File: src/rtl/dram_dump.sv
// Streams a contiguous region of a combinational-read data memory out over a
// valid/ready byte interface, one byte every two cycles at full throughput.
module dram_dump #(
    parameter int ADDR_W = 19,
    parameter int DATA_W = 8
) (
    input  logic              clk,
    input  logic              rst,
    input  logic              start,
    input  logic [ADDR_W-1:0] base_addr,
    input  logic [ADDR_W-1:0] length,
    output logic [ADDR_W-1:0] ext_addr,
    input  logic [DATA_W-1:0] ext_data,
    output logic [DATA_W-1:0] out_data,
    output logic              out_valid,
    input  logic              out_ready,
    output logic              out_last,
    output logic              busy,
    output logic              done
);

    typedef enum logic [1:0] {
        S_IDLE,
        S_SETTLE,
        S_SEND,
        S_DONE
    } state_t;

    state_t            r_state;
    state_t            w_next;
    logic [ADDR_W-1:0] r_ext_addr;
    logic [ADDR_W-1:0] r_count;
    logic [DATA_W-1:0] r_out_data;
    logic              r_out_valid;
    logic              r_out_last;
    logic              w_handshake;
    logic              w_start_run;

    assign w_handshake = (r_state == S_SEND) && r_out_valid && out_ready;
    assign w_start_run = (r_state == S_IDLE) && start && (length != '0);

    always_ff @(posedge clk or posedge rst) begin
        if (rst) begin
            r_state <= S_IDLE;
        end else begin
            r_state <= w_next;
        end
    end

    always_comb begin
        w_next = r_state;
        busy   = 1'b1;
        done   = 1'b0;
        case (r_state)
            S_IDLE: begin
                busy = 1'b0;
                if (start) begin
                    w_next = (length == '0) ? S_DONE : S_SETTLE;
                end
            end
            S_SETTLE: begin
                w_next = S_SEND;
            end
            S_SEND: begin
                if (w_handshake) begin
                    w_next = r_out_last ? S_DONE : S_SETTLE;
                end
            end
            S_DONE: begin
                done   = 1'b1;
                w_next = S_IDLE;
            end
            default: begin
                w_next = S_IDLE;
            end
        endcase
    end

    // Address and remaining count advance only after a byte is accepted, so
    // backpressure freezes everything the consumer can observe.
    always_ff @(posedge clk or posedge rst) begin
        if (rst) begin
            r_ext_addr  <= '0;
            r_count     <= '0;
            r_out_data  <= '0;
            r_out_valid <= 1'b0;
            r_out_last  <= 1'b0;
        end else begin
            if (w_start_run) begin
                r_ext_addr <= base_addr;
                r_count    <= length;
            end
            if (r_state == S_SETTLE) begin
                r_out_data  <= ext_data;
                r_out_valid <= 1'b1;
                r_out_last  <= (r_count == ADDR_W'(1));
            end
            if (w_handshake) begin
                r_out_valid <= 1'b0;
                if (!r_out_last) begin
                    r_ext_addr <= r_ext_addr + ADDR_W'(1);
                    r_count    <= r_count - ADDR_W'(1);
                end
            end
        end
    end

    assign ext_addr  = r_ext_addr;
    assign out_data  = r_out_data;
    assign out_valid = r_out_valid;
    assign out_last  = r_out_last;

endmodule
File: config.mk
export PLATFORM = sky130hd
export DESIGN_NAME = dram_dump
export DESIGN_NICKNAME = d
export VERILOG_FILES = /design/src/rtl/dram_dump.sv
export SDC_FILE = /design/constraint.sdc
export NUM_CORES = 1
export LEC_CHECK = 0
export CAP_MARGIN = 20
export CORE_UTILIZATION = 45
export CTS_CLUSTER_SIZE = 20
export DETAILED_ROUTE_END_ITERATION = 8
export PLACE_DENSITY = 0.76
export REMOVE_ABC_BUFFERS = 1
export SYNTH_ARGS = -nofsm -noshare
export SYNTH_HDL_FRONTEND = slang
export SYNTH_SLANG_ARGS = --single-unit
File: constraint.sdc
create_clock -name clk -period 5.03 [get_ports clk]
set_input_delay 1.006 -clock clk [delete_from_list [all_inputs] [get_ports clk]]
set_output_delay 1.006 -clock clk [all_outputs]
set_load 0.01 [all_outputs]
---- Yosys cells after proc, flatten, opt, wreduce, memory -nomap -nowiden ----
Index checks and enable logic that the tools add are counted.
storage, ports and cells
  output and inout bits ................... 31
  word-level logic and storage cells ...... 38
  register bits after elaboration ......... 50
operators by class
  reductions and logical operators ........ 9
  equal/unequal tests ..................... 6
  $add $sub $neg .......................... 2
  mux-type cells .......................... 15
operator list
  kind                   count
  $mux 19                6
  $add 19x1->19 const B  1
  $eq 19x1->1 const B    1
  $logic_not 19->1       1
  $reduce_bool 19->1     1
  $sub 19x1->19 const B  1
  $mux 2                 4
  $pmux 2 s4             1
  $eq 2x2->1 const B     2
  $logic_and 1x1->1      4
  $mux 1                 4
  $ne 2x2->1 const B     2
  $eq 2x1->1 const B     1
  $logic_not 2->1        1
  $reduce_and 2->1       1
  $reduce_bool 2->1      1

---- Depth between registers and ports, before layout ----
Gate-level depths: netlist of the first run.
  word-level depth ........................ 6
  gate-level depth with buffers ........... 7
  gate-level depth less buffers ........... 7

---- Worst setup path before layout of the first run ----
OpenSTA, ideal clock, no wires.
  path kind ............................... input to register
  start ................................... input length[17]
  end ..................................... register r_count[13]
  arrival ................................. 2242 ps
  path buffers ............................ 1
  stages .................................. 6
  data required time ...................... 4961 ps
  path slack .............................. 2718 ps
  cells stage by stage .................... nor4_1 > nand3_1 > o21ai_2 > buf_2 > o311ai_0 > nand3_1
between the ends
  cells in the longest elaborated chain, start to end .. 5
RTL lines
  item                    RTL line  RTL
  start, declared         11        input logic [ADDR_W-1:0] length,
  $reduce_bool 19->1 (*)  40        assign w_start_run = (r_state == S_IDLE) && start && (length != '0);
  $logic_and 1x1->1 (*)   40
  $mux 19 (*)             89        if (w_start_run) begin
  $mux 19                 100       if (!r_out_last) begin
  $mux 19 (*)             98        if (w_handshake) begin
  end signal, assigned    91        r_count <= length;
  end signal, assigned    102       r_count <= r_count - ADDR_W'(1);
  end, declared           32        logic [ADDR_W-1:0] r_count;
Mark *: on every way between the ends. The rest lies on a longest branch, timed or not.
A chain may end at the register's enable or synchronous reset.

---- Worst setup path in the final report of the first run ----
  start ................................... input length[2]
  end ..................................... register r_count[0]
Same word-level chain as after synthesis.

==> summary.md, run 1 <==
| Metric | Value |
|---|---|
| Post-Synth Simple-Gate Area | `23.4%` |
| Crit-path cells | `clkdlybuf4s50_1 -> nor4_1 -> nand3_1 -> o21ai_2 -> a211oi_1 -> a211oi_1` |
| # DRC | `0` |
| CP dominant cell by count | `a211oi_1` |
| Setup crit end kind | `flop` |
| Min-delay src | `r_count[11]` |
| Final wirelength | `7690 um` |
| Number of setup buffers added after CTS | `0` |
| Final count of negative-setup-slack endpoints | `0` |
| CP required | `5.25 ns` |
| RSZ-0062 raised after global routing | `false` |
| Initial antenna violation count | `0` |
| Leakage power | `1.50 nW` |
| Worst Slack Setup Final | `1.97 ns` |
| DR WL/cell | `16.2 um` |
| Yosys warning count | `0` |
| GR Overflow Total | `0` |
| Cts hold-fix bufs | `0` |
| Maximum buffer depth of the clock tree | `2` |
| Root cell of the clock tree | `clkbuf_8` |
| Worst-Skew Late Latency | `0.31 ns` |
| Initial core utilization | `47.6%` |
| Clk pin slew, worst setup/hold paths | `0.10 ns` |
| Hold Crit Endpoint | `r_count[11]` |
| TritonRoute pass-1 iters | `5` |
| H-tree depth | `2` |
| Vias per cell | `5.98` |
| Number of synthesized flops with an enable pin | `0` |
| Sequential fraction of the synthesis area | `43.4%` |
| Worst-path fanout max | `19` |
| Status | `complete, no violations` |
| Pwr dens | `541 nW/um2` |
| Mapped Area | `2880 um2` |
| CTS Sinks | `50` |
| Number of global-route vias before repair | `2490` |
| Fraction of layout instances using a drive strength above 1 | `7.27%` |
| Max-Cap Viols | `0` |
| # resized after CTS | `0` |
| Cell count after synthesis | `323` |
| Die area | `6730 um2` |
| # IOs | `81` |
| Adder-Cell Fraction of Synth Area | `1.30%` |
| Avg Synthesized Cell Area | `8.92 um2` |
| Nature of the critical path startpoint | `input port` |
| RePlAce Congestion | `0.840` |
| Compound-cell area share of the yosys netlist | `24.4%` |
| WHS Path Cells | `1` |
| Largest family of logic cells by synthesized area | `compound AO/OA/AOI/OAI gates` |
| Largest net degree at the start of global routing | `51` |
| Gr usage total | `23.4%` |
| Die Span Y | `82.0 um` |
| Hold/Removal Path Class | `reg -> reg` |
| Fin Setup TNS | `0 ns` |
| Slew HR | `43.2%` |
| DP Worst Slack | `1.69 ns` |
| Setup Skew | `0.0122 ns` |
| Max Slew Vio Count | `0` |
| Final hold violation count | `0` |
| P&R area growth vs syn | `33.5%` |
| Fin crit share | `60.8%` |
| Crit path kind | `in -> reg` |
| Arrival time worst endpoint | `3.28 ns` |
| Peak VDD IR | `0.000288 V` |
| Die width | `82.0 um` |
| First-pass GRT wire length | `11800 um` |
| Slowest-stage cell, CP | `o21ai_2` |
| FMAX | `327 MHz` |
| Final worst path period need | `3.06 ns` |
| Nets | `451` |
| Crit-path max cell delay | `0.72 ns` |
| Post-synth cell types | `61` |
| FP Rows | `28` |
| Worst r2r path cells | `5` |
| Post-DRT Antenna Nets | `0` |
| Core area | `6060 um2` |
| Num CTS Buffers | `5` |
| Post-Synth XOR/XNOR Area | `0.304%` |
| Post-synthesis mux area share | `3.13%` |
| IO Port Bufs | `80` |
| FF-to-FF Start | `r_state[1]` |
| CTS tree | `yes` |
| Async SR Flop Fraction | `100%` |
| Worst R2R Setup Slack | `2.80 ns` |
| Critical path buffer and inverter count | `1` |
| N_diodes | `0` |
| Crit Reg-Reg Endpoint | `r_count[5]` |
| Top FF cell, synth | `dfrtp_1` |
| CP delay by family, top | `compound AO/OA/AOI/OAI gates` |
| Drt first-iter violations | `217` |
| HPWL after DPL | `5320 um` |
| Least-Margin Pin Slew | `0.853 ns` |
| Seq cells post-synth | `50` |
| Via count | `2836` |
## registers in the layout (all words and copies together) (netlist names)
| register | count |
|---|---|
| out_last | 1 |
| r_state | 2 |
| r_count | 19 |
| ext_addr | 19 |
| out_valid | 1 |
| out_data | 8 |
## final cells by class
class	count	area, um2
Sequential cell	50	1250
Fill cell	536	2210
Timing Repair Buffer	83	843
Clock buffer	7	76.3
Tap cell	75	93.8
Inverter	10	37.5
Clock inverter	1	30.0
Multi-Input combinational cell	248	1520
## placed cells by master, fill, tap and decap left out, drive strengths merged, types with 8 or more instances in the layout
cell type	n
nor4	10
inv	10
nand2	32
nor2	33
dfrtp	50
nand3	17
nor3	8
a21oi	24
clkdlybuf4s50	80
mux2	8
o21ai	27
## report_power, final
group	internal (mW)	switching (mW)	total, mW	leakage (nW)
clock	0.149	0.134	0.284	0.0524
sequential	0.593	0.232	0.825	0.594
combinational	0.500	0.473	0.973	0.856
total	1.24	0.840	2.08	1.50
## how the worst max path moves through the flow
stage,end,slack [ns],depth (start not counted),startpoint
after floorplan,r_count[4],2.47,5,out_ready
after global placement,r_count[0],1.73,6,length[2]
after detailed placement,r_count[0],1.69,6,length[2]
after CTS,r_count[0],2.00,6,length[2]
after global routing,r_count[13],1.81,6,length[2]
final,r_count[0],1.97,6,length[2]
## layer usage
metal / global-route usage (%) / wire [um]
met4: 6.67 / 66
met3: 3.33 / 413
met5: 0 / 0
met2: 38.6 / 3740
met1: 31.7 / 3470
## per-stage QoR
stage | std cells | total power [mW] | util, % | hold slack [ns] | area (um2)
finish | 474 | 2.08 | 63.5 | 0.505 | 3850
global route | 474 | 2.22 | 63.5 | 0.508 | 3850
CTS | 472 | 2.07 | 62.9 | 0.498 | 3810
detailed placement | 464 | 1.79 | 61.2 | 0.485 | 3710
global placement | 464 | 1.76 | 61.2 | 0.486 | 3710
floorplan | 308 | 1.34 | - | 0.460 | 2810
## synthesized netlist by cell type (4+ instances only)
| master | number | share of area [%] |
|---|---|---|
| a211oi_1 | 5 | 1.3 |
| nor2_1 | 33 | 4.3 |
| o211ai_1 | 7 | 1.8 |
| nor3_1 | 6 | 1.0 |
| nand4_1 | 5 | 1.1 |
| nor4_1 | 10 | 2.2 |
| nand3_1 | 17 | 3.0 |
| a31oi_1 | 4 | 0.87 |
| o311ai_0 | 4 | 1.2 |
| a21oi_1 | 23 | 4.0 |
| dfrtp_1 | 50 | 43 |
| o21ai_0 | 23 | 4.0 |
| nand2_1 | 32 | 4.2 |
| inv_1 | 10 | 1.3 |
| buf_2 | 8 | 1.4 |
| clkbuf_1 | 5 | 0.65 |
| mux2_2 | 8 | 3.1 |
## cells by family (layout without fill, tap and decap cells)
| family | count (synthesis) | after routing |
|---|---|---|
| compound gates | 104 | 104 |
| xor+xnor | 1 | 1 |
| flops | 50 | 50 |
| simple gates | 132 | 132 |
| fa+ha+maj | 3 | 3 |
| buf+inv | 25 | 101 |
| mux | 8 | 8 |
(Power assumes the default switching activity.)
==> run 2, diff against run 1 <==
--- a/config.mk
+++ b/config.mk
@@ -6,10 +6,10 @@
 export NUM_CORES = 1
 export LEC_CHECK = 0
 export CAP_MARGIN = 20
-export CORE_UTILIZATION = 45
+export CORE_UTILIZATION = 44
 export CTS_CLUSTER_SIZE = 20
 export DETAILED_ROUTE_END_ITERATION = 8
-export PLACE_DENSITY = 0.76
+export PLACE_DENSITY = 0.77
 export REMOVE_ABC_BUFFERS = 1
 export SYNTH_ARGS = -nofsm -noshare
 export SYNTH_HDL_FRONTEND = slang
==> constraint.sdc (replaced) <==
create_clock -name clk -period 2.6 [get_ports clk]
set_input_delay 0.52 -clock clk [delete_from_list [all_inputs] [get_ports clk]]
set_output_delay 0.52 -clock clk [all_outputs]
set_load 0.01 [all_outputs]
==> summary.md, run 2 (synthesis gave the netlist of run 1 again) <==
| Metric | Value |
|---|---|
| Hold Crit Endpoint | `r_count[11]` |
| Sw power | `1.68 mW` |
| Flop pwr share | `39.3%` |
| Final worst path period need | `2.26 ns` |
| # IOs | `81` |
| Most frequent cells in the layout | `80 x clkdlybuf4s50_1, 50 x dfrtp_1, 33 x nor2_1` |
| Fin crit share | `86.9%` |
| Via count | `2902` |
| Global routing's busiest layer | `met2` |
| RSZ-0062 raised after global routing | `false` |
| RePlAce Congestion | `0.934` |
| Sw Share | `41.0%` |
| FF-to-FF Start | `r_state[0]` |
| P&R area growth vs syn | `36.4%` |
| Num CTS Buffers | `5` |
| Least-Margin Pin Slew | `0.639 ns` |
| Nature of the critical path startpoint | `input port` |
| Initial core utilization | `45.4%` |
| Pwr dens | `1040 nW/um2` |
| CP required | `2.82 ns` |
| # DRC | `0` |
| Post-DRT Antenna Nets | `0` |
| Worst R2R Setup Slack | `0.58 ns` |
| IO Port Bufs | `80` |
| Nets | `462` |
| Largest net degree at the start of global routing | `51` |
| Hold/Removal Path Class | `reg -> reg` |
| TritonRoute pass-1 iters | `5` |
| DR WL/cell | `16.2 um` |
| # resized after CTS | `0` |
| Crit Reg-Reg Endpoint | `r_count[5]` |
| Final Power | `4.09 mW` |
| N_diodes | `0` |
| Die Span Y | `82.9 um` |
| Leakage power | `1.55 nW` |
| Met1 Use GR | `31.7%` |
| GR Util met2 | `37.5%` |
| Routing usage on met3 | `2.98%` |
| Die area | `6880 um2` |
| Maximum buffer depth of the clock tree | `2` |
| Max Slew Vio Count | `0` |
| Final count of negative-setup-slack endpoints | `0` |
| Fraction of layout instances using a drive strength above 1 | `10.2%` |
| Status | `complete, no violations` |
| Slew HR | `57.4%` |
| Drt first-iter violations | `229` |
| Post-route cell area | `3930 um2` |
| CTS tree | `yes` |
| Cts hold-fix bufs | `0` |
| Fin Setup TNS | `0 ns` |
| Gr usage total | `23.0%` |
| Final hold violation count | `0` |
| GR Overflow Total | `0` |
| Setup crit end kind | `flop` |
| Core area | `6350 um2` |
| Worst r2r path cells | `5` |
| Max-Cap Viols | `0` |
| Clock Power Share | `12.5%` |
| Arrival time worst endpoint | `2.48 ns` |
| FP Rows | `29` |
| Root cell of the clock tree | `clkbuf_8` |
| Most common cell after layout, fill and taps aside | `clkdlybuf4s50_1` |
| First-pass GRT wire length | `12800 um` |
| Combinational power share | `48.2%` |
| Vias per cell | `5.96` |
| Internal power | `2.41 mW` |
| Initial antenna violation count | `0` |
| Worst-path fanout max | `11` |
| Clk pin slew, worst setup/hold paths | `0.11 ns` |
| CTS Sinks | `50` |
| Crit path kind | `in -> reg` |
| FMAX | `442 MHz` |
| FILL cells | `530` |
| Placed Instance Area | `3830 um2` |
| Setup Skew | `0.0122 ns` |
| H-tree depth | `2` |
| Number of global-route vias before repair | `2683` |
| WHS Path Cells | `1` |
| Worst-Skew Late Latency | `0.32 ns` |
| HPWL after DPL | `5660 um` |
| Number of setup buffers added after CTS | `0` |
| Die width | `82.9 um` |
| Peak VDD IR | `0.000553 V` |
| Final wirelength | `7880 um` |
| Min-delay src | `r_count[11]` |
## run 2: layout make-up
cell class	count	area [um2]	area share [%]
clock buffer	6	82.6	2.10
clock inverter	2	16.3	0.414
inverter	10	37.5	0.955
multi-input combinational	248	1520	38.6
sequential	50	1250	31.8
tap	77	96.3	2.45
timing repair buffer	94	931	23.7
## run 2: stage by stage
step	cells	hold slack [ns]	setup slack, ns	util [%]
2_1_floorplan	308	0.460	0.515	-
3_3_place_gp	479	0.487	-0.0414	60.4
3_5_place_dp	479	0.486	-0.0207	60.4
4_1_cts	487	0.502	0.329	61.9
5_1_grt	487	0.520	0.152	61.9
6_report	487	0.507	0.340	61.9
## run 2: worst max-delay path by stage
stage          startpoint           end  slack [ns]  cells past startpoint
6_report       length[10]  ext_addr[12]        0.34                      6
2_1_floorplan  r_state[0]    r_count[4]        0.51                      5
3_5_place_dp   length[10]  ext_addr[12]       -0.02                      6
4_1_cts        length[10]  ext_addr[12]        0.33                      6
3_3_place_gp   length[10]  ext_addr[12]       -0.04                      6
5_1_grt        length[10]   ext_addr[4]        0.15                      7
## run 2: critical path: stages
cell and delay, ns:
clkdlybuf4s50_1 0.44, nor4_1 0.43, nand3_1 0.21, o21a_1 0.41, buf_4 0.24, a22o_1 0.22
## run 2: per-layer routing
| metal | routed length [um] | part of all wire (%) | up-vias |
|---|---|---|---|
| li1 | - | - | 1396 |
| met1 | 3480 | 44 | 1355 |
| met2 | 3760 | 48 | 139 |
| met3 | 536 | 6.8 | 12 |
| met4 | 108 | 1.4 | 0 |
| met5 | 0 | 0 | - |
## run 2: power by group through the flow
| stage | logic, mW | clock network [mW] | registers, mW |
|---|---|---|---|
| final | 1.97 | 0.513 | 1.61 |
| after global routing | 2.16 | 0.537 | 1.66 |
| after CTS | 1.97 | 0.517 | 1.59 |
| after detailed placement | 1.97 | 0 | 1.60 |
| after global placement | 1.92 | 0 | 1.59 |
| after floorplan | 0.986 | 0 | 1.61 |
==> run 3, diff against run 2 <==
--- a/config.mk
+++ b/config.mk
@@ -5,11 +5,13 @@
 export SDC_FILE = /design/constraint.sdc
 export NUM_CORES = 1
 export LEC_CHECK = 0
+export ABC_CLOCK_PERIOD_IN_PS = 2600
 export CAP_MARGIN = 20
 export CORE_UTILIZATION = 44
 export CTS_CLUSTER_SIZE = 20
 export DETAILED_ROUTE_END_ITERATION = 8
 export PLACE_DENSITY = 0.77
+export RECOVER_POWER = 50
 export REMOVE_ABC_BUFFERS = 1
 export SYNTH_ARGS = -nofsm -noshare
 export SYNTH_HDL_FRONTEND = slang
==> summary.md, run 3 (synthesis gave the netlist of run 1 again) <==
| Metric | Value |
|---|---|
| Clk pin slew, worst setup/hold paths | `0.11 ns` |
| Drt first-iter violations | `223` |
| Setup crit end kind | `flop` |
| IO Port Bufs | `80` |
| RePlAce Congestion | `0.934` |
| Worst R2R Setup Slack | `0.59 ns` |
| Number of setup buffers added after CTS | `0` |
| Final worst path period need | `2.26 ns` |
| Slew HR | `18.5%` |
| Nets | `462` |
| Peak VDD IR | `0.000517 V` |
| Gr usage total | `23.0%` |
| Crit-path cells | `clkdlybuf4s50_1 -> nor4_1 -> nand3_1 -> o21a_1 -> buf_4 -> a22o_1` |
| Final count of negative-setup-slack endpoints | `0` |
| Max Slew Vio Count | `0` |
| Max-Cap Viols | `0` |
| Most frequent cells in the layout | `73 x clkdlybuf4s50_1, 50 x dfrtp_1, 33 x nor2_1` |
| Die area | `6880 um2` |
| Nature of the critical path startpoint | `input port` |
| Util after Layout | `61.8%` |
| Num CTS Buffers | `5` |
| FP Rows | `29` |
| Die width | `82.9 um` |
| N_diodes | `0` |
| Most common cell after layout, fill and taps aside | `clkdlybuf4s50_1` |
| RSZ-0062 raised after global routing | `false` |
| Hold/Removal Path Class | `reg -> reg` |
| Hold Crit Endpoint | `out_data[4]` |
| Die Span Y | `82.9 um` |
| CTS tree | `yes` |
| P&R area growth vs syn | `36.2%` |
| # resized after CTS | `0` |
| Worst-Skew Late Latency | `0.31 ns` |
| Root cell of the clock tree | `clkbuf_8` |
| Core area | `6350 um2` |
| Maximum buffer depth of the clock tree | `2` |
| HPWL after DPL | `5660 um` |
| Worst-path fanout max | `11` |
| Crit path kind | `in -> reg` |
| Worst r2r path cells | `5` |
| CP required | `2.81 ns` |
| CTS Sinks | `50` |
| WHS Path Cells | `1` |
| Pwr dens | `1030 nW/um2` |
| Via count | `2881` |
| Fraction of layout instances using a drive strength above 1 | `9.76%` |
| Status | `complete, no violations` |
| Vias per cell | `5.92` |
| Crit Reg-Reg Endpoint | `r_count[5]` |
| Crit-path max cell delay | `0.44 ns` |
| Fin crit share | `86.8%` |
| Final hold violation count | `0` |
| Least-Margin Pin Slew | `1.22 ns` |
| Number of global-route vias before repair | `2683` |
| Initial antenna violation count | `0` |
| Final wirelength | `7870 um` |
| Final Power | `4.06 mW` |
| DR WL/cell | `16.2 um` |
| Slowest-stage cell, CP | `clkdlybuf4s50_1` |
| H-tree depth | `2` |
| # DRC | `0` |
| Arrival time worst endpoint | `2.47 ns` |
| Largest net degree at the start of global routing | `51` |
| Initial core utilization | `45.4%` |
| FMAX | `443 MHz` |
| # IOs | `81` |
| FF-to-FF Start | `r_state[0]` |
| First-pass GRT wire length | `12800 um` |
| GR Overflow Total | `0` |
| Leakage power | `1.55 nW` |
| Cts hold-fix bufs | `0` |
| Setup Skew | `0.0110 ns` |
| Min-delay src | `out_data[4]` |
| Post-DRT Antenna Nets | `0` |
| TritonRoute pass-1 iters | `5` |
[run 3: cell count changes in the layout (fill, tap and decap cells not counted)]
cell             before  now
clkbuf_2              0    1
buf_4                12   10
inv_2                 1    0
clkbuf_1              0    1
clkdlybuf4s50_1      80   73
clkinv_1              0    1
dlygate4sd3_1         0    7
[run 3: routing by layer]
layer  up-vias  track usage (%)  wire (um)
li1       1393                -          -
met1      1368             31.7       3540
met2       111             37.5       3810
met3         9             2.98        434
met4         0             7.84         81
met5         -                0          0
[run 3: how the worst max path moves through the flow]
stage                           from      endpoint  cells past startpoint
after detailed placement  length[10]  ext_addr[12]                      6
after global routing      length[10]   ext_addr[4]                      7
after global placement    length[10]  ext_addr[12]                      6
final                     length[10]  ext_addr[12]                      6
after floorplan           r_state[0]    r_count[4]                      5
after CTS                 length[10]  ext_addr[12]                      6
[run 3: where the power goes]
group          internal [mW]  switching (mW)  total, mW
combinational           1.02           0.923       1.95
clock                  0.220           0.286      0.506
sequential              1.15           0.458       1.60
total                   2.39            1.67       4.06
[run 3: final cells by class]
class | instances | area, um2
Tap cell | 77 | 96.3
Clock inverter | 2 | 16.3
Fill cell | 533 | 2420
Clock buffer | 6 | 82.6
Inverter | 10 | 37.5
Timing Repair Buffer | 94 | 925
Sequential cell | 50 | 1250
Multi-Input combinational cell | 248 | 1520
[run 3: worst max-delay path: cells and delay by family]
kind / cells / cell delay, ns
simple gates: 2 / 0.64
compound gates: 2 / 0.63
buf+inv: 2 / 0.68
[run 3: metrics by stage]
stage / area (um2) / hold WS (ns) / cells / TNS, ns / setup WS (ns)
6_report: 3930 / 0.512 / 487 / 0 / 0.344
3_5_place_dp: 3830 / 0.486 / 479 / -0.0207 / -0.0207
2_1_floorplan: 2810 / 0.460 / 308 / 0 / 0.515
4_1_cts: 3930 / 0.502 / 487 / 0 / 0.329
3_3_place_gp: 3830 / 0.487 / 479 / -0.0699 / -0.0414
5_1_grt: 3930 / 0.520 / 487 / 0 / 0.152
